--- config.mk ---
export PLATFORM = sky130hd
export DESIGN_NAME = dig_ct_exp_pipe
export DESIGN_NICKNAME = d
export VERILOG_FILES = /design/src/rtl/dig_ct_pkg.sv /design/src/rtl/dig_ct_exp_pipe.sv
export SDC_FILE = /design/constraint.sdc
export NUM_CORES = 1
export LEC_CHECK = 0
export CAP_MARGIN = 10
export CORE_AREA = 2 2 39 41
export CTS_CLUSTER_DIAMETER = 60
export CTS_CLUSTER_SIZE = 40
export DETAILED_ROUTE_END_ITERATION = 12
export DIE_AREA = 0 0 41 43
export DONT_BUFFER_PORTS = 1
export GPL_TIMING_DRIVEN = 1
export PLACE_DENSITY = 0.36
export RECOVER_POWER = 25
export SLEW_MARGIN = 20
export SYNTH_ARGS = -nofsm -noshare
export SYNTH_HDL_FRONTEND = slang
export SYNTH_SLANG_ARGS = --single-unit
export TNS_END_PERCENT = 1
--- constraint.sdc ---
create_clock -name CLK -period 0.8 [get_ports CLK]
set_clock_uncertainty 0.15 [all_clocks]
set_input_delay 0.12 -clock CLK [delete_from_list [all_inputs] [get_ports CLK]]
set_output_delay 0.12 -clock CLK [all_outputs]
set_load 0.01 [all_outputs]
--- src/rtl/dig_ct_pkg.sv ---
// Shared types, sizes and golden model for the 5-in/3-out circuit stimulus checker.
package dig_ct_pkg;

  localparam int N_VEC = 32;
  localparam int VEC_W = 5;
  localparam int OUT_W = 3;

  typedef enum logic [1:0] {
    IDLE,
    DRIVE,
    DRAIN,
    FINISH
  } state_t;

  // One in-flight launched vector and the response it must produce.
  typedef struct packed {
    logic             vld;
    logic [VEC_W-1:0] vec;
    logic [OUT_W-1:0] exp_out;
  } exp_ent_t;

  // bit0=OUT1, bit1=OUT2, bit2=OUT3
  function automatic logic [OUT_W-1:0] dig_ct_golden(input logic [VEC_W-1:0] v);
    logic e1, e2, e3;
    e1 = ~(~(v[0] | v[1]) & v[2]);
    e2 = ~(v[1] & v[2]);
    e3 = ~v[3] | v[2] | v[4];
    return {e3, e2, e1};
  endfunction

endpackage

--- src/rtl/dig_ct_exp_pipe.sv ---
// LATENCY-deep shift register carrying {valid, vec, expected} alongside the circuit's own pipeline.
module dig_ct_exp_pipe
  import dig_ct_pkg::*;
#(
  parameter int LATENCY = 1
) (
  input  logic     CLK,
  input  logic     RST,
  input  exp_ent_t in_ent,
  output exp_ent_t out_ent
);

  exp_ent_t [LATENCY:1] stg_d, stg_q;

  always_comb begin
    stg_d    = stg_q;
    stg_d[1] = in_ent;
    for (int i = 2; i <= LATENCY; i++) stg_d[i] = stg_q[i-1];
  end

  always_ff @(posedge CLK) begin
    if (!RST) stg_q <= '0;
    else      stg_q <= stg_d;
  end

  assign out_ent = stg_q[LATENCY];

endmodule

======== Word level (Yosys, flattened, before mapping) ========
Index checks and enable logic that the tools add are counted.
storage, ports and cells
  output and inout port bits .............. 9
  bits of input ports ..................... 11
  register bits ........................... 9
  word-level logic and storage cells ...... 3

======== Longest topological paths before layout ========
Gate-level depths: netlist of run 1.
  word-level depth ........................ 0
  mapped depth ............................ 1
  gate-level depth less buffers ........... 1

======== Least setup slack after synthesis of run 1 ========
OpenSTA, ideal clock, no wires.
  path kind ............................... flip-flop to output port
  start point ............................. reg stg_q (netlist bit out_ent[0])
  end point ............................... out out_ent[0] (netlist bit)
  data required time ...................... 0.530 ns
  stages on the path, launching flop included .. 1
  data arrival time ....................... 0.331 ns
  path slack .............................. 0.199 ns
  path buffers ............................ 0
  cells stage by stage .................... dfxtp_1
RTL lines
  element                 line                   source
  from (decl)             dig_ct_exp_pipe.sv:13  exp_ent_t [LATENCY:1] stg_d, stg_q;
  from (signal assigned)  dig_ct_exp_pipe.sv:23  else stg_q <= stg_d;
  to (decl)               dig_ct_exp_pipe.sv:10  output exp_ent_t out_ent
No word-level cell between the ends.

======== Worst setup path in the final report of run 1 ========
  start point ............................. reg stg_q (netlist bit out_ent[0])
  end point ............................... out out_ent[0] (netlist bit)
No word-level cell between the ends.

==> impl_metrics.env, run 1 <==
export IMPL_holdPathStages=2
export IMPL_num_rows=14
export IMPL_postPlaceCellArea_sq_um=256
export IMPL_design_die_area_sq_um=1760
export IMPL_overflow=0
export IMPL_finalSetupViolations=11
export IMPL_largest_register_ff_count=9
export IMPL_grt_pass1_wl_um=759
export IMPL_timing_final_crit_period_ns=0.872
export IMPL_synth_cell_types=2
export IMPL_ys_ff_latch=9
export IMPL_die_w_um=41
export IMPL_crit_fanout=1
export IMPL_ios=20
export IMPL_worst_slack_ns=-0.0721
export IMPL_ys_seq_area_frac=0.762
export IMPL_gp_congestion=0.486
export IMPL_drt_vias_per_instance=3.71
export IMPL_start_kind="register"
export IMPL_antenna_cells=0
export IMPL_cap_violations=0
export IMPL_worst_endpoint_arrival_ns=0.60
export IMPL_drive_gt1_frac=0.375
export IMPL_wire_per_inst_um=10.6
export IMPL_clock_root_buffer="clkbuf_4"
export IMPL_yosys_warnings=0
export IMPL_multiInputGateArea_sq_um=56.3
export IMPL_grt_max_degree=9
export IMPL_cts_buffers=3
export IMPL_cts_htree_levels=1
export IMPL_chipHeight_um=43
export IMPL_rsz0062_at_grt="yes"
export IMPL_numClockSinks=9
export IMPL_portBuffers=0
export IMPL_p_per_area_nw_per_um2=2270
export IMPL_required_ns=0.53
export IMPL_antenna_found_initial=0
export IMPL_clk_pin_slew_ns=0.06
export IMPL_cellLeakagePower_nw=0.174
export IMPL_worst_setup_path_type="reg2out"
export IMPL_post_cts_buffers=0
export IMPL_wirelength_um=509
export IMPL_nets=44
export IMPL_max_slew_margin_rel=0.941
export IMPL_grt_pass1_vias=207
export IMPL_postRouteAntennaNets=0
export IMPL_syn_inst=18
export IMPL_vdd_drop_max_uv=605
export IMPL_drcViolationCount=0
export IMPL_area_delta_synth_final_pct=67.7
export IMPL_start_util=0.171
export IMPL_core_sq_um=1380
export IMPL_dp_slack_ns=0.182
export IMPL_seqCellArea_sq_um=191
export IMPL_fillCellCount=154
export IMPL_vias=178
export IMPL_period_share=1.09
export IMPL_syn_area_per_cell_sq_um=13.1
export IMPL_hp_class="in2reg"
export IMPL_drv_slew=0
export IMPL_cts_tree="yes"
export IMPL_drtIter0Drc=0
export IMPL_first_pass_iters=1
export IMPL_end_kind="output pin"
export IMPL_cp_depth=0
export IMPL_fmax_mhz=1150
export IMPL_grt_usage=0.0774
export IMPL_syn_num_nets=29
export IMPL_synth_area_sq_um=236
export IMPL_clockBufferDepth=2
export IMPL_status="finished, violations left"
export IMPL_design_area_sq_um=397
export IMPL_tightestPinTransition_ns=0.0879
export IMPL_hold_viol=0
export IMPL_violations="setup timing"
-- per-layer routing --
layer / global-route usage / wire, um / vias to the layer above
met1: 0.0581 / 165 / 81
met3: 0.0785 / 82 / 2
met4: 0.100 / 11 / 0
met5: 0 / 0 / -
li1: - / - / 82
met2: 0.0906 / 249 / 13
-- placed cells by master (no fill, tap or decap) --
master | synthesis | layout
dlygate4sd3_1 | 0 | 8
clkbuf_4 | 0 | 3
clkbuf_1 | 0 | 1
clkdlybuf4s25_1 | 0 | 1
dfxtp_2 | 0 | 9
and2_1 | 9 | 9
dlymetal6s4s_1 | 0 | 1
-- worst paths after layout --
path                       start    endpoint
worst min-delay path         RST  out_ent[6]
worst max-delay path  out_ent[0]  out_ent[0]
-- layout make-up --
| type | count | area share |
|---|---|---|
| Clock buffer | 4 | 0.0662 |
| Timing Repair Buffer | 10 | 0.259 |
| Multi-Input combinational cell | 9 | 0.142 |
| Sequential cell | 9 | 0.483 |
| Tap cell | 16 | 0.0505 |
-- synthesized netlist by cell type, drive strengths merged --
library cell / n / area [sq um]
and2: 9 / 56.3
dfxtp: 9 / 180
-- cell families after synthesis --
group / count (synthesis) / share of synthesized area
flops: 9 / 0.762
simple gates: 9 / 0.238
-- power breakdown --
part | total, mW | internal (mW) | switching [mW]
Clock | 0.348 | 0.192 | 0.156
Combinational | 0.0543 | 0.0443 | 0.0100
Sequential | 0.498 | 0.478 | 0.0204
-- stage by stage --
stage	util	cells	hold slack, ns	power [mW]	setup TNS (ns)
after global placement	0.185	34	0.0933	0.520	0
final	0.287	48	0.0471	0.901	-0.613
after floorplan	-	18	0.0917	0.516	0
after detailed placement	0.185	34	0.0954	0.520	0
after CTS	0.278	47	-0.158	0.915	-0.753
after global routing	0.287	48	0.0604	0.958	-0.870
-- what timing repair did --
action / in CTS / in global routing
gates resized for setup: 9 / 2
endpoints found under the setup margin: 9 / 12
pin swaps: 0 / 0
hold buffers: 9 / 1
hold endpoints to repair: 9 / 1
No activity file was read; power rests on OpenSTA's default activity.
==> inputs of run 2 (changes only) <==
TNS_END_PERCENT = 20   (was 1)
==> results of run 2 <==
The final DEF is identical to that of run 1; final timing and power are the same.
==> inputs of run 3 (changes only) <==
DONT_BUFFER_PORTS = unset   (was 1)
PLACE_DENSITY = 0.56   (was 0.36)
==> run 3 against run 2 <==
Effect of this change:
- worst hold slack better by 0.14 ns
- fmax down 9.2%
- the run still ends with setup timing left
- highest routed layer unchanged
- cell count up 19%
==> impl_metrics.env, run 3 (synthesis gave the netlist of run 1 again) <==
export IMPL_status="finished, violations left"
export IMPL_violations="setup timing"
export IMPL_drive_gt1_frac=0.341
export IMPL_vdd_drop_max_uv=699
export IMPL_finalSetupTns_ns=-1.34
export IMPL_layout_commonest_cell="and2_1"
export IMPL_p_clk_frac=0.371
export IMPL_first_pass_iters=3
export IMPL_path_cells="buf_2"
export IMPL_fin_total_pwr_mw=0.929
export IMPL_worstSetupStartpoint="out_ent[1]"
export IMPL_wire_per_inst_um=9.33
export IMPL_grt_usage=0.0673
export IMPL_numClockSinks=9
export IMPL_postRouteAntennaNets=0
export IMPL_dp_slack_ns=-0.325
export IMPL_path_buf_inv=1
export IMPL_largest_register_ff_count=9
export IMPL_crit_fanout=1
export IMPL_chipHeight_um=43
export IMPL_antenna_found_initial=0
export IMPL_drv_slew=0
export IMPL_end_kind="output pin"
export IMPL_drcViolationCount=0
export IMPL_cts_htree_levels=1
export IMPL_antenna_cells=0
export IMPL_clk_pin_slew_ns=0.06
export IMPL_overflow=0
export IMPL_cpPeakStageDelay_ns=0.31
export IMPL_worst_endpoint_arrival_ns=0.69
export IMPL_drt_vias_per_instance=3.47
export IMPL_area_delta_synth_final_pct=86.8
export IMPL_nets=53
export IMPL_worst_setup_path_type="reg2out"
export IMPL_combPwrFrac=0.113
export IMPL_switchingPower_mw=0.193
export IMPL_post_cts_buffers=0
export IMPL_max_slew_margin_rel=0.866
export IMPL_clock_root_buffer="clkbuf_4"
export IMPL_stdcell_count=57
export IMPL_drtIter0Drc=2
export IMPL_min_from="RST"
export IMPL_clockBufferDepth=2
export IMPL_worst_slack_ns=-0.160
export IMPL_num_rows=14
export IMPL_grt_pass1_vias=170
export IMPL_p_per_area_nw_per_um2=2100
export IMPL_finalHoldWorstSlack_ns=0.190
export IMPL_gp_congestion=0.598
export IMPL_design_die_area_sq_um=1760
export IMPL_grt_pass1_wl_um=690
export IMPL_finalSetupViolations=9
export IMPL_rsz0062_at_grt="yes"
export IMPL_timing_final_crit_period_ns=0.960
export IMPL_cap_violations=0
export IMPL_cellLeakagePower_nw=0.201
export IMPL_final_cell_mix="and2_1 (9), clkdlybuf4s50_1 (7), dfxtp_1 (7), buf_2 (7), clkbuf_4 (3)"
export IMPL_place_inst=53
export IMPL_start_util=0.171
export IMPL_cts_tree="yes"
export IMPL_cts_hold_buf=0
export IMPL_fillCellCount=157
export IMPL_crit_slowest_cell="dfxtp_1"
export IMPL_wirelength_um=532
export IMPL_grt_max_degree=10
export IMPL_power_internal_mw=0.736
export IMPL_cts_buffers=3
export IMPL_fmax_mhz=1040
export IMPL_tightestPinTransition_ns=0.201
export IMPL_die_w_um=41
export IMPL_design_area_sq_um=442
export IMPL_ios=20
export IMPL_switching_share=0.208
export IMPL_start_kind="register"
export IMPL_required_ns=0.53
export IMPL_crit_family="flip-flops"
export IMPL_vias=198
export IMPL_core_sq_um=1380
export IMPL_p_seq_frac=0.516
export IMPL_hold_viol=0
export IMPL_post_route_util=0.319
export IMPL_period_share=1.20
export IMPL_portBuffers=19
export IMPL_hp_class="in2reg"
export IMPL_postPlaceCellArea_sq_um=447
-- run 3: changes by cell type in the layout (fill, tap and decap cells not counted) --
cell,before,now
dlygate4sd3_1,8,2
dfxtp_2,9,2
buf_6,0,2
dlymetal6s4s_1,1,0
dlygate4sd2_1,0,1
buf_2,0,7
clkdlybuf4s50_1,0,7
clkdlybuf4s25_1,1,0
dfxtp_1,0,7
-- run 3: timing repair --
item	4_1_cts	5_1_grt
gates cloned	0	0
endpoints found under the setup margin	18	9
gates resized for setup	37	4
-- run 3: area by class of cell --
type | instances | area (sq um) | area share
well taps | 16 | 20.0 | 0.0453
repair buffers | 19 | 156 | 0.354
clock buffers | 4 | 26.3 | 0.0595
multi-input cells | 9 | 56.3 | 0.127
flip-flops and latches | 9 | 183 | 0.414
-- run 3: worst paths after layout --
path              cells after the start  slack, ns         end
hold / removal                        2       0.19  out_ent[6]
setup / recovery                      1      -0.16  out_ent[1]
-- run 3: layer usage --
layer,vias to the layer above,share of wire,routed length [um],track usage
met2,15,0.46,244,0.0844
met3,2,0.11,58,0.0471
li1,99,-,-,-
met5,-,0,0,0
met4,0,0.028,15,0.0800
met1,82,0.40,213,0.0613
-- run 3: power by group through the flow --
stage          registers [mW]  logic [mW]  clock network, mW
2_1_floorplan           0.501      0.0144                  0
4_1_cts                 0.477       0.104              0.355
5_1_grt                 0.481       0.113              0.376
3_5_place_dp            0.489       0.127                  0
6_report                0.479       0.105              0.344
3_3_place_gp            0.487       0.126                  0
